==> config.mk <==
export PLATFORM = sky130hd
export DESIGN_NAME = act_requant
export DESIGN_NICKNAME = d
export VERILOG_FILES = /design/src/rtl/act_requant.sv
export SDC_FILE = /design/constraint.sdc
export NUM_CORES = 1
export LEC_CHECK = 0
export CORE_MARGIN = 1.5
export CORE_UTILIZATION = 56
export CTS_CLUSTER_SIZE = 40
export DETAILED_ROUTE_END_ITERATION = 10
export DONT_BUFFER_PORTS = 1
export PLACE_DENSITY = 0.7
export SLEW_MARGIN = 20
export SYNTH_ARGS = -nofsm -noshare
export SYNTH_HDL_FRONTEND = slang
export SYNTH_SLANG_ARGS = --single-unit
==> constraint.sdc <==
create_clock -name clk -period 9.2 [get_ports clk]
set_input_delay 0.46 -clock clk [delete_from_list [all_inputs] [get_ports clk]]
set_output_delay 0.46 -clock clk [all_outputs]
set_load 0.1 [all_outputs]
==> src/rtl/act_requant.sv <==
// rtl/act_requant.sv - bias/shift/ReLU/saturate requantizer between systolic array and pooling
//
// Purpose:
//   Converts one frame of signed accumulator samples into signed DATA_WIDTH
//   samples. Each accepted sample goes through a two-stage pipeline.
//   Stage 1 computes (acc + bias) >>> shift. Stage 2 applies optional ReLU
//   and saturation. A four-state FSM (IDLE/RUN/DRAIN/DONE) counts inputs and
//   outputs against the latched frame length.
//
// Build option:
//   ACT_ROUND_EN - when defined, add 2^(shift-1) before the shift (round half up);
//                  when undefined, the shift truncates toward negative infinity.
//
// Ports:
//   clk        in   1           clock, rising edge
//   nrst       in   1           asynchronous active-low reset
//   start      in   1           begin a frame (sampled only in IDLE)
//   cfg_len    in   CNT_WIDTH   elements per frame
//   cfg_bias   in   ACC_WIDTH   signed bias
//   cfg_shift  in   5           arithmetic right-shift amount
//   cfg_relu   in   1           1 = apply ReLU
//   acc_valid  in   1           accumulator sample valid
//   acc_data   in   ACC_WIDTH   signed accumulator sample
//   acc_ready  out  1           accumulator sample accepted on valid & ready
//   out_valid  out  1           output sample valid
//   out_data   out  DATA_WIDTH  signed requantized sample
//   out_ready  in   1           downstream accepts the sample
//   busy       out  1           high outside IDLE
//   act_done   out  1           one-cycle pulse at frame completion

module act_requant #(
    parameter int DATA_WIDTH = 8,
    parameter int ACC_WIDTH  = 24,
    parameter int CNT_WIDTH  = 16
) (
    input  logic                  clk,
    input  logic                  nrst,
    input  logic                  start,
    input  logic [CNT_WIDTH-1:0]  cfg_len,
    input  logic [ACC_WIDTH-1:0]  cfg_bias,
    input  logic [4:0]            cfg_shift,
    input  logic                  cfg_relu,
    input  logic                  acc_valid,
    input  logic [ACC_WIDTH-1:0]  acc_data,
    output logic                  acc_ready,
    output logic                  out_valid,
    output logic [DATA_WIDTH-1:0] out_data,
    input  logic                  out_ready,
    output logic                  busy,
    output logic                  act_done
);

    // Two guard bits: one for the bias add, one for the rounding addend,
    // so no intermediate value can wrap.
    localparam int SW = ACC_WIDTH + 2;

    localparam logic signed [SW-1:0] SAT_MAX = SW'((2 ** (DATA_WIDTH - 1)) - 1);
    localparam logic signed [SW-1:0] SAT_MIN = SW'(-(2 ** (DATA_WIDTH - 1)));

    typedef enum logic [1:0] {
        IDLE  = 2'd0,
        RUN   = 2'd1,
        DRAIN = 2'd2,
        DONE  = 2'd3
    } state_t;

    state_t                 state;
    logic [CNT_WIDTH-1:0]   len_q;
    logic [ACC_WIDTH-1:0]   bias_q;
    logic [4:0]             shift_q;
    logic                   relu_q;
    logic [CNT_WIDTH-1:0]   in_cnt;
    logic [CNT_WIDTH-1:0]   out_cnt;

    logic                   s1_valid;
    logic signed [SW-1:0]   s1_data;

    logic                   out_fire;
    logic                   out_free;
    logic                   s1_free;
    logic                   in_fire;

    logic signed [SW-1:0]   sum_ext;
    logic signed [SW-1:0]   s_next;
    logic signed [SW-1:0]   relu_val;
    logic [DATA_WIDTH-1:0]  sat_data;

    // Handshake chain: the output register frees when empty or being
    // consumed, stage 1 frees when empty or able to move forward. A stall at
    // out_ready therefore reaches acc_ready in the same cycle.
    always_comb begin
        out_fire  = out_valid && out_ready;
        out_free  = !out_valid || out_ready;
        s1_free   = !s1_valid || out_free;
        acc_ready = (state == RUN) && (in_cnt < len_q) && s1_free;
        in_fire   = acc_valid && acc_ready;
    end

    // Stage 1 arithmetic: sign-extend both operands before adding.
    always_comb begin
        sum_ext = {{2{acc_data[ACC_WIDTH-1]}}, acc_data}
                + {{2{bias_q[ACC_WIDTH-1]}}, bias_q};
`ifdef ACT_ROUND_EN
        if (shift_q != 5'd0) begin
            sum_ext = sum_ext + (SW'(1) << (shift_q - 5'd1));
        end
`endif
        s_next = sum_ext >>> shift_q;
    end

    // Stage 2 arithmetic: ReLU on the sign bit, then clamp to DATA_WIDTH.
    always_comb begin
        relu_val = (relu_q && s1_data[SW-1]) ? '0 : s1_data;
        if (relu_val > SAT_MAX) begin
            sat_data = SAT_MAX[DATA_WIDTH-1:0];
        end else if (relu_val < SAT_MIN) begin
            sat_data = SAT_MIN[DATA_WIDTH-1:0];
        end else begin
            sat_data = relu_val[DATA_WIDTH-1:0];
        end
    end

    // Datapath pipeline registers.
    always_ff @(posedge clk or negedge nrst) begin
        if (!nrst) begin
            s1_valid  <= 1'b0;
            s1_data   <= '0;
            out_valid <= 1'b0;
            out_data  <= '0;
        end else begin
            if (s1_free) begin
                s1_valid <= in_fire;
                if (in_fire) begin
                    s1_data <= s_next;
                end
            end
            if (out_free) begin
                out_valid <= s1_valid;
                if (s1_valid) begin
                    out_data <= sat_data;
                end
            end
        end
    end

    // Control FSM, counters and latched configuration.
    always_ff @(posedge clk or negedge nrst) begin
        if (!nrst) begin
            state    <= IDLE;
            len_q    <= '0;
            bias_q   <= '0;
            shift_q  <= '0;
            relu_q   <= 1'b0;
            in_cnt   <= '0;
            out_cnt  <= '0;
            busy     <= 1'b0;
            act_done <= 1'b0;
        end else begin
            // Output handshakes are counted in RUN as well as DRAIN, since
            // early samples leave the pipeline while later ones still arrive.
            if (out_fire) begin
                out_cnt <= out_cnt + CNT_WIDTH'(1);
            end

            case (state)
                IDLE: begin
                    if (start) begin
                        len_q   <= cfg_len;
                        bias_q  <= cfg_bias;
                        shift_q <= cfg_shift;
                        relu_q  <= cfg_relu;
                        in_cnt  <= '0;
                        out_cnt <= '0;
                        busy    <= 1'b1;
                        if (cfg_len == '0) begin
                            state    <= DONE;
                            act_done <= 1'b1;
                        end else begin
                            state <= RUN;
                        end
                    end
                end

                RUN: begin
                    if (in_fire) begin
                        in_cnt <= in_cnt + CNT_WIDTH'(1);
                        if ((in_cnt + CNT_WIDTH'(1)) == len_q) begin
                            state <= DRAIN;
                        end
                    end
                end

                DRAIN: begin
                    if (out_fire && ((out_cnt + CNT_WIDTH'(1)) == len_q)) begin
                        state    <= DONE;
                        act_done <= 1'b1;
                    end
                end

                DONE: begin
                    state    <= IDLE;
                    act_done <= 1'b0;
                    busy     <= 1'b0;
                end

                default: begin
                    state    <= IDLE;
                    act_done <= 1'b0;
                    busy     <= 1'b0;
                end
            endcase
        end
    end

endmodule

==> flow_summary.yaml, run 1 <==
final_layout:
  area_growth_pct: 7.876
  fin_util_pct: 61.51
  antenna_cells: 0
  final_nets: 1237
  regArea_sq_mm: 0.002928
  drive_above_1_share_pct: 8.696
  fillers: 1465
  multi_input_area_sq_mm: 0.006117
power:
  leakage_nw: 4.249
  peakVddDrop_v: 0.0002434
  powerDensity_mw_per_mm2: 405.3
worst_setup_path:
  cp_slowest_cell: "or4_1"
  start_kind: "flop"
  rr_endpoint: "state[0]"
  critPathMaxStageDelay_ns: 0.68
  crit_top_cell: "nand4_1"
  critPathArrivalTime_ns: 3.99
  crit_fanout: 7
  r2r_cells: 10
  path_class: "flop to flop"
  crit_chain: "ha_1 -> nand4_1 -> or4_1 -> or2_1 -> xnor2_1 -> a211oi_1 -> nand4_1 -> o21ai_1 -> and2_1 -> a2bb2oi_1"
  worstPathRequired_ns: 9.55
  r2r_start: "in_cnt[0]"
  rrSetupSlack_ns: 5.57
  critPathCaptureType: "flop"
die:
  ios: 87
  core_region_area_sq_mm: 0.01647
  die_area_sq_mm: 0.01755
  initial_core_util_pct: 57.02
  die_h_um: 132.5
  rows: 47
  die_w_um: 132.5
logic_synthesis:
  synth_cell_types: 90
  synth_ff_type: "dfrtp_1"
  synth_area_leader_cell: "dfrtp_1"
  synth-seq-cells: 117
  synth_top_family_by_area: "compound AO/OA/AOI/OAI gates"
  synth_compound_area_share_pct: 23.17
  syn_nets: 1272
  async_reset_ff_share_pct: 100.0
  synthMuxAreaShare_pct: 5.277
  synthAdderAreaFrac_pct: 6.477
  synth-simple-area-share_pct: 22.84
  synth-xor-area-share_pct: 7.090
  syn_inst: 1149
  yosysSeqAreaShare_pct: 31.18
  avgSynthCellArea_sq_um: 8.171
  yosysTopAreaCellShare_pct: 31.18
  synth_edf_count: 0
  synth_area_sq_mm: 0.009389
  netlist_top_cells_area: "dfrtp_1 (31%), nand2_1 (8.3%), ha_1 (6.3%)"
  synth_warnings: 0
drt:
  drt-total-wl_mm: 26.23
  first_iter_violations: 1150
  antenna_left: 0
  drc: 0
  via_per_inst: 6.471
  wire_per_inst_um: 19.47
  dr_total_vias: 8716
  first_pass_iters: 6
global_routing:
  antenna_found_initial: 1
  grt_max_degree: 118
  grt_usage_pct: 30.62
  grt_pass1_vias: 8145
  grt_pass1_wl_mm: 42.70
  overflow: 0
clocking:
  cts_tree: "yes"
  path_clk_slew_ns: 0.06
  root_buffer: "clkbuf_16"
  cts_inserted_buffers: 17
  cts.sinks: 117
  insertion_delay_ns: 0.43
  h-tree-depth: 4
  cts_buffer_depth: 2
  post_cts_buffers: 0
sta:
  fin_worst_skew_ns: 0.009548
  drv_slew: 0
  hold_ws_ns: -0.04132
  slew_headroom_pct: 35.39
  hold_viol_final: 28
  finalSetupViolCount: 0
  timing.final.crit_period_ns: 3.635
  fmax_ghz: 0.2751
  rsz0062_at_grt: "no"
  tightestPinTransition_ns: 0.9668
  layout_setup_ws_ns: 5.565
  finalCritPeriodShare_pct: 39.51
  setup_tns_ns: 0
placement:
  portBuffers: 0
  hpwl_mm: 18.76
  gp_congestion: 0.9475
  place_ws_ns: 5.228
flow_run:
  cap_violations: 0
outcome:
  status: "finished with violations"
  violations: "hold timing"
min_path:
  min_path_type: "input pin to asynchronous set/reset pin"
## through the flow
stage	power (mW)	instances	instance area (sq um)	hold WS (ns)
after floorplan	2.780	1149	9389	0.1644
after detailed placement	3.328	1314	9484	0.1676
final	4.105	1347	10130	-0.04132
after global placement	3.299	1314	9484	0.1683
after CTS	4.049	1347	10120	0.01606
after global routing	4.380	1347	10130	0.03827
## worst max-delay path by stage
stage                          from          end  slack (ns)  depth (start not counted)
after floorplan            len_q[5]    acc_ready        4.28                          8
after global placement     len_q[5]   in_cnt[13]        5.44                         11
after detailed placement   len_q[5]   in_cnt[10]        5.23                         11
after CTS                  len_q[5]   in_cnt[10]        5.24                         11
after global routing      bias_q[0]  s1_data[14]        5.31                         11
final                     in_cnt[0]     state[0]        5.57                         10
## cell families after synthesis
logic type,after synthesis
AOI/OAI and AO/OA,313
xor gates and xnor gates,76
buffers and inverters,96
adders and majority gates,48
and+or+nand+nor,460
DFF,117
muxes,39
## report_power, final
group	switching, mW	internal [mW]	total (mW)
Combinational	1.46	0.896	2.36
Clock	0.261	0.438	0.700
Sequential	0.351	0.695	1.05
## final cells by class
cell class                 count  share of cell area (%)
timing repair buffer           6                  0.6424
clock buffer                  19                   4.472
inverter                      36                   1.334
clock inverter                13                   1.532
sequential                   117                   28.91
multi-input combinational    936                   60.40
tap                          220                   2.718
## registers in the layout, summed over array words and instances, names as in the netlist
| register | cells |
|---|---|
| s1_valid | 1 |
| in_cnt | 16 |
| busy | 1 |
| bias_q | 24 |
| out_cnt | 16 |
| shift_q | 5 |
| relu_q | 1 |
| act_done | 1 |
| out_data | 8 |
| out_valid | 1 |
| s1_data | 25 |
| len_q | 16 |
| state | 2 |
## layer usage
metal	global-route usage [%]	vias to the layer above	share of wire [%]
met5	0	-	0.034
met4	9.524	2	1.9
met3	7.356	43	9.0
met2	43.02	410	42
met1	46.31	4166	47
li1	-	4095	-
## cell usage in the layout, fill, tap and decap left out, drive strengths merged, types with 8 or more instances in the layout
| master | instances |
|---|---|
| nand4 | 18 |
| o211ai | 13 |
| or2 | 8 |
| o21ai | 83 |
| xnor2 | 50 |
| and2 | 18 |
| nand2b | 13 |
| or3 | 8 |
| a31oi | 17 |
| mux2 | 11 |
| nor4 | 17 |
| o31ai | 15 |
| xor2 | 26 |
| nor3 | 17 |
| o21a | 15 |
| nand3 | 33 |
| inv | 36 |
| a211oi | 16 |
| clkbuf | 19 |
| a21oi | 66 |
| dfrtp | 117 |
| ha | 47 |
| mux2i | 21 |
| and3 | 9 |
| nand2 | 209 |
| nor2 | 90 |
## synthesized netlist by cell type (5+ instances only)
library cell  count
and2_1           17
o22ai_1           5
a31oi_1          15
o21ai_0          77
a21o_1            6
o211ai_1         11
buf_1            10
dfrtp_1         117
o21ai_1           5
or3_1             8
nand2b_1         13
or2_2             7
a2111oi_0         6
nand2_1         208
and3_1            9
xnor2_1          50
nand4_1          18
nor3_1           17
o31ai_1          14
nor2b_1           6
a211oi_1         13
a211o_1           7
a21oi_1          64
o21a_1           15
xor2_1           26
o221ai_1          7
mux2i_1          20
mux4_2            7
inv_1            33
nor4_1           14
ha_1             47
nand3_1          31
buf_2             9
clkbuf_1         41
nor2_1           90
mux2_2           10
## critical path: cells and delay by family, from the launching register on
family / cells / cell delay [ns]
DFF: 1 / 0.50
adders and majority gates: 1 / 0.33
xor gates and xnor gates: 1 / 0.18
AOI/OAI and AO/OA: 3 / 0.83
and+or+nand+nor: 5 / 1.72
## what timing repair did
item / 4_1_cts / 5_1_grt
resized for setup: 0 / 0
hold buffers: 1 / 0
endpoints found under the hold margin: 117 / 0
(Power assumes the default switching activity.)
==> inputs of run 2 (changes only) <==
==> constraint.sdc (replaced) <==
create_clock -name clk -period 3.5 [get_ports clk]
set_input_delay 0.175 -clock clk [delete_from_list [all_inputs] [get_ports clk]]
set_output_delay 0.175 -clock clk [all_outputs]
set_load 0.1 [all_outputs]
==> run 2 against run 1 <==
Compared with the run above:
- the run now ends clean
- flip-flop and latch count stayed put
- via count is 3.4% higher
- critical path type unchanged
- largest power group unchanged
- worst setup slack worse by 5.5 ns
- global-route usage is 0.078 points higher
- non-clock buffer count is 64 higher
- combinational power grew to 2.7 times the previous value
- total power rose to 2.7 times the previous value
- clock skew about the same
- first-iteration DRC count decreased by 9.6%
- critical endpoint is now s1_data[8]
==> flow_summary.yaml, run 2 (synthesis gave the netlist of run 1 again) <==
outcome:
  status: "finished clean"
die:
  die_h_um: 132.5
  core_region_area_sq_mm: 0.01647
  die_w_um: 132.5
  rows: 47
  ios: 87
  die_area_sq_mm: 0.01755
  initial_core_util_pct: 57.02
placement:
  place_ws_ns: 0.2285
  portBuffers: 0
  placedCellCount: 1329
  gp_congestion: 0.9175
  hpwl_mm: 18.79
  place_area_sq_mm: 0.009597
sta:
  layout_setup_ws_ns: 0.1126
  fmax_ghz: 0.2952
  tightestPinTransition_ns: 1.005
  fin_worst_skew_ns: 0.009655
  timing.final.crit_period_ns: 3.387
  setup_tns_ns: 0
  finalCritPeriodShare_pct: 96.78
  hold_viol_final: 0
  finalSetupViolCount: 0
  hold_ws_ns: 0.1534
  slew_headroom_pct: 32.81
  drv_slew: 0
final_layout:
  largest_reg_flops: 25
  drive_above_1_share_pct: 9.320
  area_growth_pct: 14.25
  fin_util_pct: 65.14
  regArea_sq_mm: 0.002928
  antenna_cells: 0
  stdcell_area_sq_mm: 0.01073
  largest_register: "s1_data"
  final_cell_mix: "nand2_1 (208), dfrtp_1 (117), nor2_1 (89), o21ai_0 (77), a21oi_1 (63)"
  instances_no_fill: 1411
  reg_top3: "s1_data x25, bias_q x24"
  final_nets: 1301
  fillers: 1412
  final_common_cell: "nand2_1"
  multi_input_area_sq_mm: 0.006140
worst_setup_path:
  cp_slowest_cell: "a2111o_1"
  path_buf_inv: 0
  worstPathRequired_ns: 3.85
  critPathMaxStageDelay_ns: 0.43
  crit_chain: "ha_1 -> a21oi_1 -> o211ai_1 -> a21oi_1 -> o21bai_1 -> a31oi_2 -> mux2i_2 -> o2bb2ai_2 -> a2111o_1 -> a31oi_1"
  rrSetupSlack_ns: 0.11
  critPathArrivalTime_ns: 3.73
  path_class: "flop to flop"
  crit_top_cell: "a21oi_1"
  critical_path.top_delay_family: "compound AO/OA/AOI/OAI gates"
  crit_fanout: 5
  start_kind: "flop"
  critPathCaptureType: "flop"
global_routing:
  antenna_found_initial: 0
  grt_usage_pct: 30.70
  overflow: 0
  grt_pass1_vias: 8290
  grt_max_degree: 118
  grt_pass1_wl_mm: 43.05
drt:
  first_pass_iters: 6
  drt-total-wl_mm: 26.59
  wire_per_inst_um: 18.85
  highest_layer: "met4"
  wl_met3_mm: 2.395
  met1_length_mm: 12.11
  antenna_left: 0
  dr_total_vias: 9011
  via_per_inst: 6.386
  met2_wirelength_mm: 11.52
  drc: 0
  first_iter_violations: 1040
power:
  peakVddDrop_v: 0.0006549
  powerDensity_mw_per_mm2: 1016
  fin_total_pwr_mw: 10.90
  leakage_nw: 4.512
clocking:
  cts_inserted_buffers: 17
  root_buffer: "clkbuf_16"
  h-tree-depth: 4
  cts_buffer_depth: 2
  path_clk_slew_ns: 0.06
  insertion_delay_ns: 0.43
  cts.sinks: 117
  cts_tree: "yes"
min_path:
  min_path_type: "input pin to flop"
flow_run:
  cap_violations: 0
-- run 2: changes by cell type in the layout (fill, tap and decap cells not counted), moves of 2 or more --
cell,delta
buf_4,+15
clkbuf_1,+4
clkinv_2,-2
dlygate4sd3_1,+49
-- run 2: where the power goes --
group / leakage (nW) / internal (mW) / switching, mW / total [mW]
Sequential: 1.47 / 1.83 / 0.881 / 2.71
Combinational: 2.76 / 2.51 / 3.93 / 6.44
Clock: 0.280 / 1.10 / 0.649 / 1.75
Total: 4.51 / 5.44 / 5.46 / 10.9
-- run 2: worst min-delay path, cell delays in order --
cell and delay, ns:
nand2_1 0.18, nand2_1 0.13, a21oi_1 0.06
-- run 2: cell type report --
type / count / share of cell area (%)
Multi-Input combinational cell: 936 / 57.24
Clock buffer: 24 / 4.491
Sequential cell: 117 / 27.30
Tap cell: 220 / 2.566
Inverter: 36 / 1.260
Clock inverter: 8 / 0.9215
Timing Repair Buffer: 70 / 6.229
-- run 2: final timing paths --
| path | to | startpoint | cells after the start |
|---|---|---|---|
| min reg2reg | bias_q[8] | bias_q[8] | 2 |
| min in group asynchronous | s1_data[20] | nrst | 2 |
| min | out_cnt[1] | out_ready | 3 |
| max in group asynchronous | bias_q[10] | nrst | 2 |
| max | s1_data[8] | bias_q[6] | 10 |
| max reg2reg | s1_data[8] | bias_q[6] | 10 |
-- run 2: timing repair --
item | 4_1_cts | 5_1_grt
hold buffers | 50 | 0
resized for setup | 0 | 4
endpoints found under the setup margin | 0 | 10
buffers inserted | 0 | 0
endpoints found under the hold margin | 166 | 0
-- run 2: routing by layer --
layer,track usage [%],vias up
met3,6.245,51
met2,45.08,442
met4,10.13,0
li1,-,4250
met5,0,-
met1,45.25,4268
